$ cat src/rtl/game_pkg.sv
// rtl/game_pkg.sv - tile types, map dimensions and tile colours for the game map
package game_pkg;

  typedef enum logic [1:0] {
    EMPTY   = 2'd0,
    FRAME   = 2'd1,
    PLAYER1 = 2'd2,
    PLAYER2 = 2'd3
  } tile_t;

  localparam int MAP_WIDTH  = 32;
  localparam int MAP_HEIGHT = 24;

  localparam logic [11:0] COLOR_EMPTY = 12'h111;
  localparam logic [11:0] COLOR_FRAME = 12'hFFF;
  localparam logic [11:0] COLOR_P1    = 12'h0F0;
  localparam logic [11:0] COLOR_P2    = 12'h00F;
  localparam logic [11:0] COLOR_CRASH = 12'hF00;
  localparam logic [11:0] COLOR_GRID  = 12'h333;

endpackage

$ cat src/rtl/vga_pkg.sv
// rtl/vga_pkg.sv - VGA timing field widths shared by the video pipeline stages
package vga_pkg;

  localparam int HCOUNT_W = 11;
  localparam int VCOUNT_W = 11;
  localparam int RGB_W    = 12;

endpackage

$ cat src/rtl/sync_delay.sv
// rtl/sync_delay.sv - async-reset shift register delaying a packed signal bundle
module sync_delay #(
  parameter int WIDTH = 1,
  parameter int DEPTH = 3
) (
  input  logic             clk,
  input  logic             rst,
  input  logic [WIDTH-1:0] i_data,
  output logic [WIDTH-1:0] o_data
);

  logic [WIDTH-1:0] r_pipe [DEPTH];

  // shift the bundle one stage per clock, flushing to zero on reset
  always_ff @(posedge clk or posedge rst) begin
    if (rst) begin
      for (int i = 0; i < DEPTH; i++) begin
        r_pipe[i] <= '0;
      end
    end else begin
      r_pipe[0] <= i_data;
      for (int i = 1; i < DEPTH; i++) begin
        r_pipe[i] <= r_pipe[i-1];
      end
    end
  end

  assign o_data = r_pipe[DEPTH-1];

endmodule

$ cat src/rtl/draw_map.sv
// rtl/draw_map.sv - renders the live tile map into the VGA stream, 3-cycle latency; DRAW_MAP_GRID_EN adds grid lines on EMPTY tiles
module draw_map
  import game_pkg::*;
  import vga_pkg::*;
#(
  parameter int MAP_X0       = 128,
  parameter int MAP_Y0       = 64,
  parameter int TILE_SIZE    = 8,
  parameter int BLINK_FRAMES = 16
) (
  input  logic                clk,
  input  logic                rst,
  input  logic [HCOUNT_W-1:0] hcount_in,
  input  logic [VCOUNT_W-1:0] vcount_in,
  input  logic                hsync_in,
  input  logic                vsync_in,
  input  logic                hblnk_in,
  input  logic                vblnk_in,
  input  logic [RGB_W-1:0]    rgb_in,
  input  tile_t               map [MAP_WIDTH][MAP_HEIGHT],
  input  logic                player1_collision,
  input  logic                player2_collision,
  output logic [HCOUNT_W-1:0] hcount_out,
  output logic [VCOUNT_W-1:0] vcount_out,
  output logic                hsync_out,
  output logic                vsync_out,
  output logic                hblnk_out,
  output logic                vblnk_out,
  output logic [RGB_W-1:0]    rgb_out
);

  localparam int TILE_SHIFT = $clog2(TILE_SIZE);
  localparam int TX_W       = $clog2(MAP_WIDTH);
  localparam int TY_W       = $clog2(MAP_HEIGHT);
  localparam int CNT_W      = (BLINK_FRAMES > 1) ? $clog2(BLINK_FRAMES) : 1;
  localparam int BUNDLE_W   = HCOUNT_W + VCOUNT_W + 4 + RGB_W;

  localparam logic [HCOUNT_W-1:0] AREA_W  = HCOUNT_W'(MAP_WIDTH * TILE_SIZE);
  localparam logic [VCOUNT_W-1:0] AREA_H  = VCOUNT_W'(MAP_HEIGHT * TILE_SIZE);
  localparam logic [CNT_W-1:0]    CNT_TOP = CNT_W'(BLINK_FRAMES - 1);

  // pixel position relative to tile (0,0); left/above the origin wraps to a large value
  logic [HCOUNT_W-1:0] w_hrel;
  logic [VCOUNT_W-1:0] w_vrel;
  logic                w_in_area;

  assign w_hrel    = hcount_in - HCOUNT_W'(MAP_X0);
  assign w_vrel    = vcount_in - VCOUNT_W'(MAP_Y0);
  assign w_in_area = (w_hrel < AREA_W) && (w_vrel < AREA_H);

  // stage 1: tile coordinates
  logic            r_in_area1;
  logic [TX_W-1:0] r_tx;
  logic [TY_W-1:0] r_ty;

  // stage 2: tile type
  tile_t           r_tile2;
  logic            r_in_area2;

`ifdef DRAW_MAP_GRID_EN
  logic [TILE_SHIFT-1:0] r_lx1;
  logic [TILE_SHIFT-1:0] r_ly1;
  logic                  r_edge2;
`endif

  // stage 1: area test and tile index from the incoming pixel
  always_ff @(posedge clk or posedge rst) begin
    if (rst) begin
      r_in_area1 <= 1'b0;
      r_tx       <= '0;
      r_ty       <= '0;
`ifdef DRAW_MAP_GRID_EN
      r_lx1      <= '0;
      r_ly1      <= '0;
`endif
    end else begin
      r_in_area1 <= w_in_area;
      r_tx       <= w_hrel[TILE_SHIFT +: TX_W];
      r_ty       <= w_vrel[TILE_SHIFT +: TY_W];
`ifdef DRAW_MAP_GRID_EN
      r_lx1      <= w_hrel[TILE_SHIFT-1:0];
      r_ly1      <= w_vrel[TILE_SHIFT-1:0];
`endif
    end
  end

  // stage 2: live map lookup, outside the play area reads as EMPTY
  always_ff @(posedge clk or posedge rst) begin
    if (rst) begin
      r_tile2    <= EMPTY;
      r_in_area2 <= 1'b0;
`ifdef DRAW_MAP_GRID_EN
      r_edge2    <= 1'b0;
`endif
    end else begin
      r_tile2    <= r_in_area1 ? map[r_tx][r_ty] : EMPTY;
      r_in_area2 <= r_in_area1;
`ifdef DRAW_MAP_GRID_EN
      r_edge2    <= (r_lx1 == '0) || (r_ly1 == '0);
`endif
    end
  end

  // timing signals ride two stages here; the output register adds the third
  logic [BUNDLE_W-1:0] w_bundle_in;
  logic [BUNDLE_W-1:0] w_bundle2;
  logic [HCOUNT_W-1:0] w_hcount2;
  logic [VCOUNT_W-1:0] w_vcount2;
  logic                w_hsync2;
  logic                w_vsync2;
  logic                w_hblnk2;
  logic                w_vblnk2;
  logic [RGB_W-1:0]    w_rgb2;

  assign w_bundle_in = {hcount_in, vcount_in, hsync_in, vsync_in, hblnk_in, vblnk_in, rgb_in};
  assign {w_hcount2, w_vcount2, w_hsync2, w_vsync2, w_hblnk2, w_vblnk2, w_rgb2} = w_bundle2;

  sync_delay #(
    .WIDTH (BUNDLE_W),
    .DEPTH (2)
  ) u_sync_delay (
    .clk    (clk),
    .rst    (rst),
    .i_data (w_bundle_in),
    .o_data (w_bundle2)
  );

  // blink state: frame counter advanced by vsync rising edges
  logic             r_vsync_prev;
  logic [CNT_W-1:0] r_frame_cnt;
  logic             r_phase1;
  logic             r_phase2;
  logic             w_vs_rise;
  logic             w_wrap;
  logic             w_blink1;
  logic             w_blink2;

  assign w_vs_rise = vsync_in & ~r_vsync_prev;
  assign w_wrap    = w_vs_rise && (r_frame_cnt == CNT_TOP);
  // a dropped collision hides the crash colour on the very next pixel
  assign w_blink1  = r_phase1 & player1_collision;
  assign w_blink2  = r_phase2 & player2_collision;

  // count frames and toggle each crashed player's phase at every wrap
  always_ff @(posedge clk or posedge rst) begin
    if (rst) begin
      r_vsync_prev <= 1'b0;
      r_frame_cnt  <= '0;
      r_phase1     <= 1'b0;
      r_phase2     <= 1'b0;
    end else begin
      r_vsync_prev <= vsync_in;
      if (w_vs_rise) begin
        r_frame_cnt <= w_wrap ? '0 : r_frame_cnt + CNT_W'(1);
      end
      if (!player1_collision) begin
        r_phase1 <= 1'b0;
      end else if (w_wrap) begin
        r_phase1 <= ~r_phase1;
      end
      if (!player2_collision) begin
        r_phase2 <= 1'b0;
      end else if (w_wrap) begin
        r_phase2 <= ~r_phase2;
      end
    end
  end

  // stage 3 colour select: blanking, then background, then tile colour
  logic [RGB_W-1:0] w_color;

  always_comb begin
    w_color = COLOR_EMPTY;
    if (w_hblnk2 || w_vblnk2) begin
      w_color = '0;
    end else if (!r_in_area2) begin
      w_color = w_rgb2;
    end else begin
      case (r_tile2)
        FRAME:   w_color = COLOR_FRAME;
        PLAYER1: w_color = w_blink1 ? COLOR_CRASH : COLOR_P1;
        PLAYER2: w_color = w_blink2 ? COLOR_CRASH : COLOR_P2;
`ifdef DRAW_MAP_GRID_EN
        default: w_color = r_edge2 ? COLOR_GRID : COLOR_EMPTY;
`else
        default: w_color = COLOR_EMPTY;
`endif
      endcase
    end
  end

  // output register: third pipeline stage for colour and timing
  always_ff @(posedge clk or posedge rst) begin
    if (rst) begin
      hcount_out <= '0;
      vcount_out <= '0;
      hsync_out  <= 1'b0;
      vsync_out  <= 1'b0;
      hblnk_out  <= 1'b0;
      vblnk_out  <= 1'b0;
      rgb_out    <= '0;
    end else begin
      hcount_out <= w_hcount2;
      vcount_out <= w_vcount2;
      hsync_out  <= w_hsync2;
      vsync_out  <= w_vsync2;
      hblnk_out  <= w_hblnk2;
      vblnk_out  <= w_vblnk2;
      rgb_out    <= w_color;
    end
  end

endmodule

$ cat config.mk
export PLATFORM = sky130hd
export DESIGN_NAME = draw_map
export DESIGN_NICKNAME = d
export VERILOG_FILES = /design/src/rtl/game_pkg.sv /design/src/rtl/vga_pkg.sv /design/src/rtl/sync_delay.sv /design/src/rtl/draw_map.sv
export SDC_FILE = /design/constraint.sdc
export NUM_CORES = 1
export LEC_CHECK = 0
export ABC_AREA = 1
export BUFFER_PORTS_ARGS = -buffer_cell sky130_fd_sc_hd__clkbuf_2
export CAP_MARGIN = 25
export CORE_AREA = 2 2 630 632
export DETAILED_ROUTE_END_ITERATION = 10
export DIE_AREA = 0 0 632 634
export GPL_ROUTABILITY_DRIVEN = 0
export PLACE_DENSITY = 0.3
export SLEW_MARGIN = 40
export SYNTH_ARGS = -nofsm -noshare
export SYNTH_HDL_FRONTEND = slang
export SYNTH_SLANG_ARGS = --single-unit
$ cat constraint.sdc
create_clock -name clk -period 4.3 [get_ports clk]
set_clock_uncertainty 0.05 [all_clocks]
set_input_delay 0.215 -clock clk [delete_from_list [all_inputs] [get_ports clk]]
set_output_delay 0.215 -clock clk [all_outputs]
set_load 0.01 [all_outputs]
==> run metrics <==
run status finished clean; Syn Inst Count ~3600; Worst Hold Class reg -> reg; Root Driver clkbuf_16; Int Power 3.24 mW; post-synthesis register bit count approximately 130; Critical Path AT between 4 and 5 ns; CTS tree done; Core ar. a little under 400000 µm²; number of routed nets with antenna violations 0; relative slew slack a little under half; f_max 251 MHz; Initial Util about 4.8%; total CTS buffers 17; die area 401000 µm²; initial antenna violation count about 270; synth unique cells 28; Net Count, Synth 5196; share of the synthesized area in the top cell type 34.6%; port buffer count between 1500 and 2000; Fill cells 47500; Final WS setup approximately 0.32 ns; MaxCap Viol Count 0; Worst-Skew Late Latency about 0.47 ns; Avg WL per Cell 28.6 µm; fin cells 10400; Async SR Flop Fraction 100%; Crit. End Element flop; Cell Pwr Density roughly 180 nW/µm²; Initial DRT Pass Iterations 5; switching share of power 47.7%; Finished Cell Area roughly 35000 µm²; switching power 2.95 mW; DRC 0; Syn. warnings 0; Area growth, synth to finish 84.3%; synth top area cells nand3_1 35%, nand2_1 29%, dfrtp_1 17%; peak supply drop approximately 0.22 mV; number of synthesized flops with an enable pin 0; Yosys top cell by area nand3_1; critical path type reg -> reg; Vert. Die Dim 634 µm; Num Clock Sinks around 130; CP Launch Type flop; RSZ-0062 raised after global routing false; clock buffer depth 2; DP Area about 33000 µm²; prevailing post-synth register cell dfrtp_1; largest net degree at the start of global routing slightly above 100; HP Start u_sync_delay.o_data[14]$_DFF_PP0_; Die W around 630 µm; dpl cells slightly above 10000; power consumption roughly 6.2 mW; vias in the first global route 32400; crit-path max FO 54; final hold vios 0; clock network power share about a quarter; All-Layer GR Usage 14.2%; num ports ~1600; Worst-path clk slew 0.08 ns; total congestion overflow 0; minimum clock period between 3 and 4 ns; row count 231; Pins Over Slew Limit 0; Avg Inst Size Synth 5.20 µm²; NumNets Final 6690; combinational share of power a little over half; DRT Wirelength around 300000 µm; ratio of cells with drive above 1 in the final layout between 30% and 40%; vias per cell just over 3; worst slew pin tran 0.781 ns; sequential share of power between 20% and 30%; setup_tns 0 ns; worst hold margin ~0.28 ns; period utilization just over 90%; cell area after synthesis about 19000 µm²; Core Util, Final under 10%; DP Wirelength about 260000 µm; Worst R2R Start u_sync_delay.r_pipe[68]$_DFF_PP0_; count leader, synth nand2_1; Iter 0 DRT Violations 1860; synth cell count leaders 1430 x nand2_1, 1301 x nand3_1, 155 x buf_2, 127 x dfrtp_1, 125 x o21ai_0; P_leak 16.3 nW; first-pass GRT wire length roughly 370000 µm; CP startpoint u_sync_delay.r_pipe[68]$_DFF_PP0_; worst reg2reg setup slack about 0.32 ns; final setup fails 0; Max H-tree Level 4; Worst Path Required 4.65 ns; Place WS -0.410 ns; Seq/Total Area, Yosys between 10% and 20%; via count approximately 32000
## cells by family (layout without fill, tap and decap cells)
| family | Yosys count | after routing | synth area share, % |
|---|---|---|---|
| mux | 1 | 1 | 0.0599 |
| buf+inv | 386 | 1893 | 10.2 |
| compound gates | 242 | 242 | 6.89 |
| fa+ha+maj | 3 | 3 | 0.200 |
| xor+xnor | 2 | 2 | 0.0931 |
| simple gates | 2854 | 2854 | 65.6 |
| flops | 127 | 127 | 16.9 |
| other cells | 0 | 60 | 0 |
## what timing repair did
item | in CTS | in global routing
setup buffers | 7 | 0
setup endpoints to repair | 2 | 2
gates resized for setup | 3 | 3
cloned | 1 | 0
endpoints found under the hold margin | 127 | 0
hold buffers | 41 | 0
## power by group through the flow
stage          registers (mW)  logic [mW]  clock network [mW]
3_3_place_gp             1.35        3.51                   0
2_1_floorplan            1.32        1.30                   0
6_report                 1.32        3.35                1.52
3_5_place_dp             1.34        3.47                   0
5_1_grt                  1.33        3.72                1.64
4_1_cts                  1.32        3.53                1.59
## final timing paths
check                                               endpoint  cells after the start
setup / recovery                        r_tile2[0]$_DFF_PP0_                     18
hold / removal                           vsync_out$_DFF_PP0_                      0
setup reg to reg                        r_tile2[0]$_DFF_PP0_                     18
hold reg to reg                          vsync_out$_DFF_PP0_                      0
max in group asynchronous  u_sync_delay.r_pipe[70]$_DFF_PP0_                      4
min in group asynchronous  u_sync_delay.o_data[11]$_DFF_PP0_                      3
## sequential cells by signal (all words and copies together), names as in the netlist, 2 cells and up
name / cells
u_sync_delay.o_data: 38
u_sync_delay.r_pipe: 38
rgb_out: 12
hcount_out: 11
vcount_out: 11
r_frame_cnt: 4
r_tile2: 2
r_ty: 2
## final cells by class
class | instances | area (µm²) | area share, %
multi-input cells | 3102 | 13700 | 39.6
well taps | 5242 | 6560 | 18.9
clock inverters | 15 | 174 | 0.502
clock buffers | 17 | 425 | 1.23
flip-flops and latches | 127 | 3200 | 9.23
inverters | 51 | 243 | 0.700
diodes | 60 | 150 | 0.433
repair inverters | 1 | 8.76 | 0.0253
repair buffers | 1809 | 10200 | 29.4
## cell usage in the layout (no fill, tap or decap), drive strengths merged, types with 2 or more instances in the layout
cell / count
dlygate4sd3: 41
nand3: 1301
clkinv: 7
a21oi: 46
inv: 58
ha: 3
buf: 153
o21ai: 137
nand2: 1430
dfrtp: 127
nor2: 122
diode: 60
clkinvlp: 2
clkbuf: 1632
o211ai: 2
o22ai: 52
## layer usage
metal	part of all wire, %	track usage [%]	vias to the layer above
li1	-	-	15200
met1	41	17.2	15100
met2	50	25.3	1438
met3	6.8	3.79	428
met4	1.6	2.43	126
met5	0.27	0	-
## critical path: stages, from the launching register on
cell     delay (ns)
dfrtp_4        0.66
inv_16         0.12
buf_4          0.13
buf_12         0.17
buf_12         0.29
buf_4          0.34
nand2_1        0.08
nand3_1        0.09
nand3_1        0.20
nand3_1        0.20
nand3_1        0.17
nand3_1        0.32
nand2_1        0.22
nand2_1        0.12
nand3_1        0.10
nand3_1        0.10
nand3_1        0.10
buf_4          0.18
a21oi_1        0.13
No activity file was read; power rests on OpenSTA's default activity.
